===== src/rtl/btn_debounce_repeat.sv =====
// Per-channel button conditioner: 2-FF sync, debounce FSM, press pulse plus optional hold-to-repeat (macro BTN_AUTOREPEAT_EN).
// Latency: press pulse DEB_CYCLES+2 clk after raw is first sampled; outputs registered.
// Backpressure: none; ena=0 freezes FSM/timers and drops any pulse due on that cycle.
module btn_debounce_repeat #(
    parameter int CHANNELS     = 3,
    parameter int TMR_W        = 20,
    parameter int DEB_CYCLES   = 10000,
    parameter int REPEAT_DELAY = 500000,
    parameter int REPEAT_RATE  = 100000
) (
    input  logic                clk,
    input  logic                rst_n,
    input  logic                ena,
    input  logic [CHANNELS-1:0] btn_raw,
    output logic [CHANNELS-1:0] btn_level,
    output logic [CHANNELS-1:0] btn_pulse,
    output logic [CHANNELS-1:0] btn_held
);

`ifdef BTN_AUTOREPEAT_EN
    localparam bit AUTOREPEAT = 1'b1;
`else
    localparam bit AUTOREPEAT = 1'b0;
`endif

    localparam logic [TMR_W-1:0] DEB_LAST   = TMR_W'(DEB_CYCLES - 1);
    localparam logic [TMR_W-1:0] DELAY_LAST = TMR_W'(REPEAT_DELAY - 1);
    localparam logic [TMR_W-1:0] RATE_LAST  = TMR_W'(REPEAT_RATE - 1);

    typedef enum logic [2:0] {
        IDLE,
        DEB_PRESS,
        HOLD,
        REPEAT,
        DEB_RELEASE
    } state_t;

    logic [CHANNELS-1:0] sync1_q;
    logic [CHANNELS-1:0] sync2_q;

    always_ff @(posedge clk or negedge rst_n) begin
        if (!rst_n) begin
            sync1_q <= '0;
            sync2_q <= '0;
        end else begin
            sync1_q <= btn_raw;
            sync2_q <= sync1_q;
        end
    end

    function automatic logic [TMR_W-1:0] tmr_inc(input logic [TMR_W-1:0] t);
        return (t == '1) ? t : t + TMR_W'(1);
    endfunction

    for (genvar g = 0; g < CHANNELS; g++) begin : g_ch
        state_t           state_q;
        logic [TMR_W-1:0] timer_q;
        logic             drop_q;
        logic             level_q;
        logic             pulse_q;
        logic             held_q;
        logic             due;
        logic             sync;

        assign sync = sync2_q[g];

        // A pulse-emitting transition is due this cycle
        always_comb begin
            due = 1'b0;
            case (state_q)
                DEB_PRESS: due = sync && (timer_q == DEB_LAST);
                HOLD:      due = AUTOREPEAT && sync && (timer_q == DELAY_LAST);
                REPEAT:    due = sync && (timer_q == RATE_LAST);
                default:   due = 1'b0;
            endcase
        end

        always_ff @(posedge clk or negedge rst_n) begin
            if (!rst_n) begin
                state_q <= IDLE;
                timer_q <= '0;
                drop_q  <= 1'b0;
                level_q <= 1'b0;
                pulse_q <= 1'b0;
                held_q  <= 1'b0;
            end else begin
                pulse_q <= 1'b0;
                if (!ena) begin
                    // Remember that a pulse was due while frozen so it is discarded, not replayed
                    drop_q <= due;
                end else begin
                    drop_q <= 1'b0;
                    case (state_q)
                        IDLE: begin
                            if (sync) begin
                                state_q <= DEB_PRESS;
                                timer_q <= '0;
                            end
                        end
                        DEB_PRESS: begin
                            if (!sync) begin
                                state_q <= IDLE;
                            end else if (due) begin
                                state_q <= HOLD;
                                timer_q <= '0;
                                level_q <= 1'b1;
                                held_q  <= 1'b1;
                                pulse_q <= !drop_q;
                            end else begin
                                timer_q <= tmr_inc(timer_q);
                            end
                        end
                        HOLD, REPEAT: begin
                            if (!sync) begin
                                state_q <= DEB_RELEASE;
                                timer_q <= '0;
                                held_q  <= 1'b0;
                            end else if (due) begin
                                state_q <= REPEAT;
                                timer_q <= '0;
                                pulse_q <= !drop_q;
                            end else begin
                                timer_q <= tmr_inc(timer_q);
                            end
                        end
                        DEB_RELEASE: begin
                            if (sync) begin
                                state_q <= HOLD;
                                timer_q <= '0;
                                held_q  <= 1'b1;
                            end else if (timer_q == DEB_LAST) begin
                                state_q <= IDLE;
                                level_q <= 1'b0;
                            end else begin
                                timer_q <= tmr_inc(timer_q);
                            end
                        end
                        default: state_q <= IDLE;
                    endcase
                end
            end
        end

        assign btn_level[g] = level_q;
        assign btn_pulse[g] = pulse_q;
        assign btn_held[g]  = held_q;
    end

endmodule

===== config.mk =====
export PLATFORM = sky130hd
export DESIGN_NAME = btn_debounce_repeat
export DESIGN_NICKNAME = d
export VERILOG_FILES = /design/src/rtl/btn_debounce_repeat.sv
export SDC_FILE = /design/constraint.sdc
export NUM_CORES = 1
export LEC_CHECK = 0
export ABC_AREA = 1
export ABC_CLOCK_PERIOD_IN_PS = 2500
export BUFFER_PORTS_ARGS = -buffer_cell sky130_fd_sc_hd__buf_2
export CORE_MARGIN = 4
export CORE_UTILIZATION = 40
export DETAILED_ROUTE_END_ITERATION = 6
export GPL_TIMING_DRIVEN = 0
export SYNTH_ARGS = -nofsm -noshare
export SYNTH_HDL_FRONTEND = slang
export SYNTH_SLANG_ARGS = --single-unit

===== constraint.sdc =====
create_clock -name clk -period 2.5 [get_ports clk]
set_input_delay 0.5 -clock clk [delete_from_list [all_inputs] [get_ports clk]]
set_output_delay 0.5 -clock clk [all_outputs]
set_load 0.01 [all_outputs]

Yosys cells after proc, flatten, opt, wreduce, memory -nomap -nowiden
Cells that the tools add are included.

word-level totals
  bits in registers = 87
  logic and storage cells = 206

operators by class
  add/subtract/negate cells = 3
  equality and inequality tests = 54
  multiplexer cells = 90
  reductions and logical operators = 39

operator list
  operator               number
  $mux 20                21
  $pmux 20 s4            3
  $mux 3                 21
  $add 20x1->20 const B  3
  $eq 20x14->1 const B   3
  $eq 20x17->1 const B   3
  $eq 20x20->1 const B   3
  $ne 2x2->1 const B     21
  $ne 3x3->1 const B     12
  $pmux 3 s4             3
  $reduce_and 6->1       6
  $mux 1                 33
  $reduce_and 5->1       6
  $eq 3x2->1 const B     6
  $pmux 1 s2             6
  $reduce_bool 4->1      3
  $eq 3x1->1 const B     3
  $eq 3x3->1 const B     3
  $logic_not 3->1        3
  $pmux 1 s3             3
  $reduce_bool 3->1      3
  $reduce_or 3->1        3
  $logic_and 1x1->1      6
  $reduce_bool 2->1      3
  other kinds (2)        6

Longest topological paths before layout
  word-level depth = 7
  gate-level depth with buffers = 14
  depth with buffers taken out = 12

Least setup slack after synthesis
Ideal clock, no wire load.

  path kind = reg-to-reg
  start point = register g_ch[1].timer_q[0]
  end point = register g_ch[1].timer_q[10]
  arrival time = 1.588 ns
  data required time = 2.378 ns
  setup slack = 0.790 ns
  stages on the path, launching flop included = 12
  buffers on the path = 1
  clock period less this slack = 1.710 ns
  cells stage by stage = dfrtp_1 > ha_1 > nand3_1 > nor2_2 > nand3_2 > nand2_2 > nand3_4 > nand2_4 > nand2_8 > inv_4 > buf_12 > nor2_4

between the ends
  longest elaborated chain between the ends = 6

RTL lines
  what                                                   line  text
  start, declared                                        57    logic [TMR_W-1:0] timer_q;
  start signal, assigned                                 110   timer_q <= tmr_inc(timer_q);
  start signal, assigned                                 123   timer_q <= tmr_inc(timer_q);
  start signal, assigned                                 135   timer_q <= tmr_inc(timer_q);
  branches (longest 6 deep; another with $add 20x1->20)  n/a

Parallel ways; which one is timed is not known. The select of a mux whose other input is x is not followed.
A chain may end at the register's enable or synchronous reset.

Final worst setup path
  start point = register g_ch[2].timer_q[0]
  end point = register g_ch[2].timer_q[2]

between the ends
  longest elaborated chain between the ends = 6

RTL lines
  what                                                   line
  start, declared                                        57
  start signal, assigned                                 110
  start signal, assigned                                 123
  start signal, assigned                                 135
  branches (longest 6 deep; another with $add 20x1->20)  n/a

Parallel ways; which one is timed is not known. The select of a mux whose other input is x is not followed.

==> flow_summary_export.csv <==
group,metric,value,unit
synthesis,yosysSeqAreaShare,0.341,
clock_tree,cts_tree,"done",
setup_path,crit_required,2730,ps
synthesis,synth_area_per_cell,6.79,µm²
floorplanning,fp.coreArea,0.0154,mm²
setup_path,end_kind,"flop",
placed_design,place.gp.congestion,0.898,
synthesis,syn_nets,948,
routing,wl_per_cell,12.8,µm
floorplanning,die_x,134,µm
cells_and_area,fin_util,0.456,
cells_and_area,nNetsFinal,973,
global_route,antenna_found_initial,0,
cells_and_area,final_area,0.00704,mm²
floorplanning,start_util,0.413,
timing,clock_skew,6.74,ps
global_route,grt_max_degree,46,
synthesis,yosys.area_share.simple,0.474,
pwr,powerDensity,761,mW/mm²
global_route,grt_pass1_wl,26100,µm
synthesis,synth_compound_area_frac,0.0551,
global_route,grt_pass1_vias,5370,
cells_and_area,n_antenna_cell,0,
timing,finalSetupViolCount,0,
timing,min_period_over_period,0.812,
clock_tree,cts_max_level,3,
setup_path,setup.worst_path.start_class,"flop",
clock_tree,cts_resized,0,
timing,whs,174,ps
timing,worst_pin_slew,646,ps
synthesis,muxShareOfSynthArea,0,
pwr,irDropWorstVdd,0.000547,V
timing,slew_viol_final,0,
synthesis,synth.cell_area,0.00638,mm²
routing,avgViaCountPerCell,4.90,
placed_design,dp_hpwl,11400,µm
cells_and_area,final_layout_size_suffix_gt1_frac,0.161,
global_route,grt-ovfl-total,0,
setup_path,critical_path_class,"flop to flop",
global_route,grt_util_all_layers,0.177,
synthesis,synth_top_family_by_area,"simple AND/OR/NAND/NOR gates",
synthesis,synth-xor-area-share,0.0124,
synthesis,synth_fa_ha_area_frac,0.00589,
synthesis,synthCells,939,
clock_tree,clockRootBuffer,"clkbuf_16",
placed_design,port-buffer-count,13,
clock_tree,cts_made_buffers,9,
clock_tree,clock_path_buffers,2,
routing,drtAntennaViolNets,0,
flow_run,maxCapViolations,0,
synthesis,ys_warn_count,0,
routing,wl,15100,µm
run_status,outcome,"complete, no violations",
setup_path,crit_arrival,2260,ps
clock_tree,postCtsHoldBufs,0,
cells_and_area,syn2layout_area_growth,10.3,%
timing,hold_viol,0,
floorplanning,die_y,134,µm
setup_path,crit_path_max_fanout,8,
pwr,p_leak,3.35,nW
clock_tree,cts.sinks,87,
clock_tree,clk_pin_slew,60,ps
placed_design,placed_area,0.00674,mm²
routing,first_pass_iters,5,
floorplanning,rows,45,
clock_tree,clk_latency,350,ps
timing,rsz0062_at_grt,"no",
hold_path,hold_class,"primary input to asynchronous set/reset pin",
routing,vias,5783,
synthesis,synth_cell_types,35,
timing,final.setup.tns,0,ps
timing,fmax,492,MHz
synthesis,ys_seq_elements,87,
routing,first_iter_violations,391,
clock_tree,cts_setup_buffers,0,
floorplanning,io_pins,15,
routing,drcViolationCount,0,
floorplanning,die_area,0.0180,mm²
timing,max_slew_margin,0.569,
timing,period_needed,2030,ps
path summary, 6_finish.rpt:
kind | start | endpoint | slack (ps) | depth (start not counted)
min in group clk | btn_raw[2] | sync1_q[2] | 250 | 1
worst min register to register | sync1_q[2] | sync2_q[2] | 350 | 0
worst max-delay path | g_ch[2].timer_q[0] | g_ch[2].timer_q[2] | 470 | 10
worst min-delay path | rst_n | g_ch[2].timer_q[19] | 170 | 1
max in group asynchronous | rst_n | g_ch[1].timer_q[12] | 1690 | 2
worst max register to register | g_ch[2].timer_q[0] | g_ch[2].timer_q[2] | 470 | 10
cell usage in the layout (no fill, tap or decap), types with 10 or more instances in the layout:
master,n
nand3_1,97
inv_2,18
o21ai_0,36
nor3_1,16
nand2_2,14
nor2_1,126
inv_1,107
nand4_1,26
nand3_2,10
dfrtp_1,87
nor2_4,19
nand2_1,269
buf_4,12
o21ai_1,17
buf_2,14
nor2_2,23
stage by stage:
step	std cells	power (mW)	setup WS, ps
after floorplan	939	3.49	790
after global placement	1163	3.99	22.9
after detailed placement	1164	4.01	467
after CTS	1180	5.43	456
after global routing	1180	5.79	254
final	1180	5.36	469
Yosys cell counts:
cell type	n	area [µm²]
nor3_2	2	20.0
o21ai_2	1	8.76
o21ai_1	17	85.1
nand2_2	14	87.6
buf_6	8	90.1
nand2_8	1	20.0
nand3_4	5	87.6
buf_4	11	82.6
nand2_1	269	1010
xor2_1	8	70.1
xnor2_1	1	8.76
inv_6	1	8.76
or2_2	1	6.26
nand4_4	2	42.5
o22ai_1	2	12.5
nor3_4	1	16.3
o21bai_1	4	30.0
nand3_1	97	485
a21oi_1	7	35.0
nor4_1	5	31.3
nor2_1	126	473
ha_1	3	37.5
nand3_2	10	100
inv_2	18	67.6
buf_2	2	10.0
nor2_2	23	144
nor3_1	16	80.1
dfrtp_1	87	2180
inv_1	107	402
nand4_1	26	163
buf_12	1	20.0
o21ai_0	36	180
inv_4	4	25.0
nor2_4	19	214
nand2_4	4	45.0
critical path, cell delays in order (launching register included):
cell     delay [ps]
dfrtp_1         410
ha_1            210
nand2_1         110
inv_1           100
nand2_1          80
nor3_2          210
nand3_1         210
nand2_1         160
nand2_2         170
nand2_2         180
o21ai_1          80
state kept, by name, indices dropped and copies added (netlist names):
name / flops
sync2_q: 3
g_ch.drop_q: 3
g_ch.state_q: 9
g_ch.timer_q: 60
sync1_q: 3
g_ch.pulse_q: 3
g_ch.held_q: 3
g_ch.level_q: 3
area by class of cell:
| class | count | area, µm² |
|---|---|---|
| Fill cell | 1642 | 8390 |
| Multi-Input combinational cell | 700 | 3490 |
| Sequential cell | 87 | 2180 |
| Inverter | 130 | 503 |
| Tap cell | 211 | 264 |
| Clock buffer | 11 | 233 |
| Buffer | 22 | 203 |
| Timing Repair Buffer | 14 | 95.1 |
| Clock inverter | 5 | 67.6 |
logic make-up after synthesis:
group	after synthesis
AND/OR/NAND/NOR	621
buffers and inverters	152
flip-flops	87
AO/OA/AOI/OAI	67
XOR/XNOR	9
adder cells (fa/ha/maj)	3
routing by layer:
layer  routed length (µm)  GRT usage  up-vias
met5                    0          0        -
met4                  284     0.0633        0
met3                  590     0.0244       17
met2                 6770      0.277      102
met1                 7420      0.251     2628
li1                     -          -     3036
power by group:
part / switching [mW] / internal [mW]
clock network: 0.604 / 0.788
logic: 1.45 / 0.737
registers: 0.176 / 1.60
Note: power is estimated with default switching activity, not from simulation.
